<file path="src/rtl/plank_proto_pkg.sv">
// plank_proto_pkg: shared framing constants and state types
// for the controller<->plank UART protocol.
package plank_proto_pkg;

   localparam logic [7:0] HDR       = 8'hAA;
   localparam logic [7:0] FTR       = 8'h55;
   localparam logic [7:0] CMD_PLANK = 8'hE2;
   localparam logic [7:0] RSP_ACK   = 8'hEE;
   localparam logic [7:0] RSP_NACK  = 8'hEF;

   localparam int PLANK_FRAME_LEN = 22;
   localparam int RSP_FRAME_LEN   = 7;
   localparam int N_ATT           = 17;
   localparam int ATT_W           = 6;

   typedef enum logic [2:0] {
      P_HUNT,
      P_CMD,
      P_DATA,
      P_ID,
      P_CSUM,
      P_FOOT
   } parse_st_t;

   typedef enum logic [1:0] {
      R_IDLE,
      R_SEND,
      R_WAIT_DONE
   } resp_st_t;

endpackage

</file>
<file path="src/rtl/plank_resp_tx.sv">
// plank_resp_tx: 7-byte ACK/NACK telemetry sequencer,
// running checksum and UART TX strobe/done handshake.
module plank_resp_tx #(
   parameter logic [23:0] TEMP = 24'h2050DD
) (
   input  logic       i_clk,
   input  logic       i_rst,
   input  logic       i_start,
   input  logic       i_ack,
   input  logic       i_tx_done,
   output logic       o_tx_dv,
   output logic [7:0] o_tx_byte,
   output logic       o_busy
);
   import plank_proto_pkg::*;

   localparam logic [2:0] LAST = 3'(RSP_FRAME_LEN - 1);

   resp_st_t   st;
   logic [2:0] idx;
   logic       ack_q;
   logic [7:0] csum;
   logic [2:0] nxt_idx;
   logic [7:0] nxt_byte;

   assign nxt_idx = idx + 3'd1;

   // select the byte that follows the one currently on the line
   always_comb begin
      nxt_byte = FTR;
      case (nxt_idx)
         3'd1:    nxt_byte = ack_q ? RSP_ACK : RSP_NACK;
         3'd2:    nxt_byte = TEMP[23:16];
         3'd3:    nxt_byte = TEMP[15:8];
         3'd4:    nxt_byte = TEMP[7:0];
         3'd5:    nxt_byte = csum;
         default: nxt_byte = FTR;
      endcase
   end

   // sequencer: strobe one byte, wait for done, repeat until footer
   always_ff @(posedge i_clk) begin
      if (i_rst) begin
         st        <= R_IDLE;
         idx       <= 3'd0;
         ack_q     <= 1'b0;
         csum      <= 8'h00;
         o_tx_dv   <= 1'b0;
         o_tx_byte <= 8'h00;
         o_busy    <= 1'b0;
      end else begin
         o_tx_dv <= 1'b0;
         unique case (st)
            R_IDLE: begin
               if (i_start) begin
                  st        <= R_SEND;
                  idx       <= 3'd0;
                  ack_q     <= i_ack;
                  csum      <= HDR;
                  o_tx_byte <= HDR;
                  o_tx_dv   <= 1'b1;
                  o_busy    <= 1'b1;
               end
            end
            R_SEND: begin
               st <= R_WAIT_DONE;
            end
            R_WAIT_DONE: begin
               if (i_tx_done) begin
                  if (idx == LAST) begin
                     st     <= R_IDLE;
                     o_busy <= 1'b0;
                  end else begin
                     st        <= R_SEND;
                     idx       <= nxt_idx;
                     o_tx_byte <= nxt_byte;
                     csum      <= csum ^ nxt_byte;
                     o_tx_dv   <= 1'b1;
                  end
               end
            end
            default: st <= R_IDLE;
         endcase
      end
   end

endmodule

</file>
<file path="src/rtl/plank_frame_responder.sv">
// plank_frame_responder: parses the 22-byte plank config
// frame, commits attenuations and triggers ACK/NACK replies.
module plank_frame_responder #(
   parameter logic [2:0]  PLANK_ID    = 3'd0,
   parameter logic [23:0] TEMP        = 24'h2050DD,
   parameter int          TIMEOUT_CYC = 200000
) (
   input  logic         i_clk,
   input  logic         i_rst,
   input  logic         i_rx_dv,
   input  logic [7:0]   i_rx_byte,
   output logic         o_tx_dv,
   output logic [7:0]   o_tx_byte,
   input  logic         i_tx_done,
   output logic [101:0] o_att,
   output logic         o_att_valid,
   output logic         o_busy,
   output logic [7:0]   o_err_cnt
);
   import plank_proto_pkg::*;

   localparam int TMO_W = $clog2(TIMEOUT_CYC + 1);
   localparam logic [TMO_W-1:0] TMO_MAX = TMO_W'(TIMEOUT_CYC);
   localparam logic [4:0] LAST_ATT = 5'(N_ATT - 1);

   parse_st_t                        st;
   logic [4:0]                       idx;
   logic [7:0]                       csum;
   logic                             fmt_err;
   logic                             id_match;
   logic                             csum_ok;
   logic [N_ATT-1:0][ATT_W-1:0]      shadow;
   logic [TMO_W-1:0]                 tmo;
   logic                             rx_ok;
   logic                             foot_hit;
   logic                             frame_ok;

   assign rx_ok    = i_rx_dv && !o_busy;
   assign frame_ok = csum_ok && !fmt_err && (i_rx_byte == FTR);
   assign foot_hit = rx_ok && (st == P_FOOT) && id_match;

   // byte parser, idle timeout and attenuation commit
   always_ff @(posedge i_clk) begin
      if (i_rst) begin
         st          <= P_HUNT;
         idx         <= 5'd0;
         csum        <= 8'h00;
         fmt_err     <= 1'b0;
         id_match    <= 1'b0;
         csum_ok     <= 1'b0;
         shadow      <= '0;
         tmo         <= '0;
         o_att       <= '0;
         o_att_valid <= 1'b0;
         o_err_cnt   <= 8'h00;
      end else begin
         o_att_valid <= 1'b0;
         if (o_busy) begin
            st  <= P_HUNT;
            tmo <= '0;
         end else if (i_rx_dv) begin
            tmo <= '0;
            unique case (st)
               P_HUNT: begin
                  if (i_rx_byte == HDR) begin
                     st      <= P_CMD;
                     csum    <= HDR;
                     fmt_err <= 1'b0;
                  end
               end
               P_CMD: begin
                  if (i_rx_byte == CMD_PLANK) begin
                     st   <= P_DATA;
                     idx  <= 5'd0;
                     csum <= csum ^ i_rx_byte;
                  end else begin
                     st <= P_HUNT;
                  end
               end
               P_DATA: begin
                  shadow[idx] <= i_rx_byte[5:0];
                  csum        <= csum ^ i_rx_byte;
                  if (i_rx_byte[7:6] != 2'b00) fmt_err <= 1'b1;
                  if (idx == LAST_ATT) st <= P_ID;
                  idx <= idx + 5'd1;
               end
               P_ID: begin
                  id_match <= (i_rx_byte == {5'b0, PLANK_ID});
                  csum     <= csum ^ i_rx_byte;
                  st       <= P_CSUM;
               end
               P_CSUM: begin
                  csum_ok <= (i_rx_byte == csum);
                  st      <= P_FOOT;
               end
               P_FOOT: begin
                  if (id_match) begin
                     if (frame_ok) begin
                        o_att       <= shadow;
                        o_att_valid <= 1'b1;
                     end else if (o_err_cnt != 8'hFF) begin
                        o_err_cnt <= o_err_cnt + 8'd1;
                     end
                  end
                  st <= P_HUNT;
               end
               default: st <= P_HUNT;
            endcase
         end else if (st != P_HUNT) begin
            if (tmo == TMO_MAX) begin
               st  <= P_HUNT;
               tmo <= '0;
            end else begin
               tmo <= tmo + 1'b1;
            end
         end
      end
   end

   plank_resp_tx #(
      .TEMP (TEMP)
   ) u_resp_tx (
      .i_clk     (i_clk),
      .i_rst     (i_rst),
      .i_start   (foot_hit),
      .i_ack     (frame_ok),
      .i_tx_done (i_tx_done),
      .o_tx_dv   (o_tx_dv),
      .o_tx_byte (o_tx_byte),
      .o_busy    (o_busy)
   );

endmodule
</file>
<file path="config.mk">
export PLATFORM = sky130hd
export DESIGN_NAME = plank_frame_responder
export DESIGN_NICKNAME = d
export VERILOG_FILES = /design/src/rtl/plank_proto_pkg.sv /design/src/rtl/plank_resp_tx.sv /design/src/rtl/plank_frame_responder.sv
export SDC_FILE = /design/constraint.sdc
export NUM_CORES = 1
export LEC_CHECK = 0
export ABC_AREA = 1
export CORE_MARGIN = 2
export CORE_UTILIZATION = 38
export DETAILED_ROUTE_END_ITERATION = 10
export SYNTH_ARGS = -nofsm -noshare
export SYNTH_HDL_FRONTEND = slang
export SYNTH_SLANG_ARGS = --single-unit
</file>
<file path="constraint.sdc">
create_clock -name i_clk -period 2 [get_ports i_clk]
set_input_delay 0.2 -clock i_clk [delete_from_list [all_inputs] [get_ports i_clk]]
set_output_delay 0.2 -clock i_clk [all_outputs]
set_load 0.01 [all_outputs]
</file>
# Word-level counts from Yosys, hierarchy flattened
# Cells that the tools add are included.
# totals
ff_bits	274
wordCells	157
out_inout_bits	121
# op_classes
mux	45
n_eq_ne	29
order_cmp	2
bitwise	7
n_reduce_logical	36
add_sub_neg	4
# op_table
op	n
102-bit bitwise mux	1
8-bit 2-to-1 mux	7
8-bit one-hot mux with 5 select lines	1
8-bit one-hot mux with 2 select lines	2
6-bit demux with 5-bit select	1
3-bit 2-to-1 mux	8
8-bit one-hot mux with 3 select lines	1
18-bit by 1-bit adder with 18-bit output, second input constant	1
18-bit equality test, second input constant	1
18-bit 2-to-1 mux	1
8-bit equality test, second input constant	2
4-bit AND reduction	4
8-bit XOR	2
3-bit equality test, second input constant	5
3-bit one-hot mux with 5 select lines	1
5-bit AND reduction	3
3-bit by 2-bit equality test with 1-bit output, second input constant	4
2-bit != test, second input constant	6
2-bit nonzero test	6
1-bit 2-to-1 mux	11
5-bit one-hot mux with 2 select lines	1
3-bit AND reduction	3
8-bit by 1-bit adder with 8-bit output, second input constant	1
8-bit by 7-bit equality test with 1-bit output, second input constant	1
30 further kinds	49

# Depth between registers and ports, before layout
# depth
ltp_word	7
mapped_depth	11
depth_no_buf	11

# By module
# From an unflattened synthesis, not the netlist that was laid out.
# unflattened
cells_unflattened	1455
area_unflattened_um2	10986.8
# modules_own_cells
module	seq_area_each_um2	n_inst	area_each_um2	cells_each
plank_frame_responder	5004.8	1	9867.0	1302
plank_resp_tx	480.5	1	1119.8	153

# Worst setup path after synthesis
# No wires, ideal clock.
# synth_timing
path_type	flip-flop to flip-flop
startpoint	register st[2]
endpoint	register shadow[31] (netlist name)
arrival_ns	1.485
slack_ns	0.396
required_time_ns	1.881
period_less_slack_ns	1.604
stages_incl_launch_ff	12
n_path_buf	3
path_cell_list	dfxtp_1 buf_2 inv_1 nand2_2 nor2_2 nand2_2 inv_2 buf_4 nand3_1 buf_2 o21ai_0 a21oi_1
# synth_between
elab_chain_len	2
# synth_lines
item	line	source
start: declaration	plank_frame_responder.sv:26	parse_st_t st;
start signal: assignment	plank_frame_responder.sv:45	st <= P_HUNT;
start signal: assignment	plank_frame_responder.sv:59	st <= P_HUNT;
start signal: assignment	plank_frame_responder.sv:66	st <= P_CMD;
3-bit by 2-bit equality test with 1-bit output	plank_frame_responder.sv:63	unique case (st)
3-bit AND reduction (no source line)	n/a	
end signal: indexed assignment	plank_frame_responder.sv:81	shadow[idx] <= i_rx_byte[5:0];
end: declaration	plank_frame_responder.sv:32	logic [N_ATT-1:0][ATT_W-1:0] shadow;
# Every way passes these cells.
# A chain may end at the register's enable or synchronous reset.

# Worst setup path after layout
# layout_timing
startpoint	register u_resp_tx.idx[0]
endpoint	register u_resp_tx.csum[7]
# layout_between
elab_chain_len	7
# layout_lines
item	line	source
start: declaration	plank_resp_tx.sv:20	logic [2:0] idx;
start signal: assignment	plank_resp_tx.sv:75	idx <= nxt_idx;
3-bit by 1-bit adder with 3-bit output	plank_resp_tx.sv:26	assign nxt_idx = idx + 3'd1;
3-bit equality test, or another cell as far along	plank_resp_tx.sv:31	case (nxt_idx)
8-bit one-hot mux with 5 select lines	plank_resp_tx.sv:31	
8-bit XOR	plank_resp_tx.sv:77	csum <= csum ^ nxt_byte;
8-bit 2-to-1 mux	plank_resp_tx.sv:70	if (idx == LAST) begin
8-bit 2-to-1 mux	plank_resp_tx.sv:69	if (i_tx_done) begin
8-bit one-hot mux with 2 select lines	plank_resp_tx.sv:53	unique case (st)
end signal: assignment	plank_resp_tx.sv:77	
end: declaration	plank_resp_tx.sv:22	logic [7:0] csum;
# Several ways; a longest one is shown, not always the timed one. The select of a mux whose other input is x is not followed.

==> metrics <==
Root Driver clkbuf_16; GP Congestion 0.834; Power, Total 11.9 mW; Hold Fails Final Rpt 0; Final Critical Period 1790 ps; leading cell types in the layout, fill and taps excluded 291 x nor2_1, 274 x dfxtp_1, 213 x o21ai_0; Die Y 173 um; max-slew violations 0; Yosys cell types 32; family with the most delay on the worst path adder cells; syn_nets 1,484; Core Rows 61; vias per std cell 4.77; number of buffers created by CTS 29; Synth Cell Area 10,900 sq um; IO Count 133; Finished Cell Area 13,900 sq um; first drt pass iteration count 5; slowest stage delay, CP 350 ps; critical path launch point type flop; commonest non-fill, non-tap cell in the layout nor2_1; PwrDens 861 nW/um^2; Placed Cells 1,941; peak supply drop 0.000654 V; status completed; CTS tree built; ANT cells 0; DR WL met3 1440 um; Final setup viols 0; unrepaired setup endpoints after global routing no; FMAX 558 MHz; leakage power 5.52 nW; DIE AREA 30,000 sq um; vias 9,514; Hold Crit Class primary input to flop; die extent in x 173 um; final setup margin 208 ps; met2 wire len 12,500 um; synth warn 0; worst skew pair latency 550 ps; Max stage delay cell, worst path dfxtp_1; worst-margin pin slew 473 ps; CP endpoint kind flop; Max Used Layer met4; slew margin rel. 68.4%; total grt overflow 0; share of layout cells above drive strength 1 7.86%; CTS Buffer Depth 3; Post-DP HPWL 18,200 um; met1 WL 13,000 um; CTS clk-pin slew, worst paths 60 ps; initial antenna violation count 1; area growth from synthesis to layout 27.4%; crit path buf inv count 0; Layout Cells excl Fill 1,994; Detail Route Antenna Nets 0; All-Layer GR Usage 17.7%; worst endpoint data arrival time 2220 ps; sequential share of the synthesized area 50.4%; Worst Path Max Fanout 6; core area 28,000 sq um; number of global-route vias before repair 8,981; count of mapped cells out of synthesis 1,460; CP cell instances ha_1 > ha_1 > nor2_1 > a21oi_1 > o31ai_1 > a21oi_1; max cap viols 0; Placement Setup Slack -93.0 ps; H-tree Lvls 1; tightest hold margin 112 ps; # DRC 0; DRT Wirelength 27,300 um; Crit Path Class flop to flop; final core utilization 49.5%; Final Cycle Share 89.6%; Post-CTS Setup Bufs 0; initial DRC count 589; first-pass GRT wire length 45,100 um; Sum Neg Setup Slack 0 ps; dpl cell area 12,800 sq um; Routed WL per cell 13.7 um; Post-Syn Area per Cell 7.45 sq um; Fin Clk Skew 20.3 ps; initial core utilization 38.8%; clock sink count 274; port buffer count 132; largest net degree at the start of global routing 109; CP required 2430 ps; Nets 1,618; Yosys reg bits 274
worst register-to-register path, cell delays in order (launching register included):
cell and delay, ps:
dfxtp_1 350, ha_1 220, ha_1 350, nor2_1 300, a21oi_1 140, o31ai_1 240, a21oi_1 70
layer usage:
layer	vias up	global-route usage (%)
li1	4979	-
met1	4315	24.0
met2	188	29.2
met3	32	3.27
met4	0	4.41
met5	-	0
final cells by class:
type	instances	area [sq um]
Fill cell	2794	14200
Sequential cell	274	5490
Multi-Input combinational cell	940	4440
Timing Repair Buffer	188	1790
Clock buffer	41	851
Inverter	161	607
Tap cell	378	473
Clock inverter	12	213
report_power, final:
part	internal [mW]	leakage (nW)	total (mW)	switching (mW)
clock	3.72	0.524	5.87	2.16
sequential	5.49	2.21	5.51	0.0242
combinational	0.183	2.79	0.542	0.359
worst paths after layout:
| kind | endpoint | cells past startpoint | from | slack, ps |
|---|---|---|---|---|
| max reg2reg | u_resp_tx.csum[7] | 6 | u_resp_tx.idx[0] | 210 |
| max | u_resp_tx.csum[7] | 6 | u_resp_tx.idx[0] | 210 |
| min reg2reg | shadow[41] | 2 | shadow[41] | 450 |
| min | u_resp_tx.o_tx_byte[1] | 2 | i_rst | 110 |
sequential cells by signal, summed over array words and instances (netlist names), 5 cells and up:
| signal | count |
|---|---|
| u_resp_tx.o_tx_byte | 8 |
| csum | 8 |
| tmo | 18 |
| o_err_cnt | 8 |
| o_att | 102 |
| shadow | 102 |
| idx | 5 |
| u_resp_tx.csum | 8 |
cells in the mapped netlist (all sizes together):
cell type    n  area share (%)
nor3b        3            0.21
nand3       38             1.8
or2          3            0.17
nor4         1           0.058
and2         1           0.058
nand2      153             5.3
clkinv       2           0.069
ha          12             1.4
o21ai      214             9.8
nor3        15            0.84
nor2b        1           0.058
o31ai        3            0.21
nand4       19             1.1
nor2       294              10
o211ai       2            0.14
a21oi      155             7.1
inv        159             5.5
dfxtp      274              50
a31o         1           0.081
a211oi       8            0.55
xor2        13             1.0
xnor2        4            0.32
clkbuf      44             1.5
buf         41             1.9
cells by family (layout without fill, tap and decap cells):
family / after synthesis / count (layout) / synth area share (%)
buffers and inverters: 246 / 402 / 9.00
adders and majority gates: 12 / 12 / 1.38
DFF: 274 / 274 / 50.4
AOI/OAI and AO/OA: 383 / 383 / 18.0
and+or+nand+nor: 528 / 528 / 19.9
xor gates and xnor gates: 17 / 17 / 1.37
timing repair:
action / in CTS / in global routing
setup endpoints to repair: 0 / 10
hold buffers: 0 / 0
gates resized for setup: 0 / 5
Note: power is estimated with default switching activity, not from simulation.
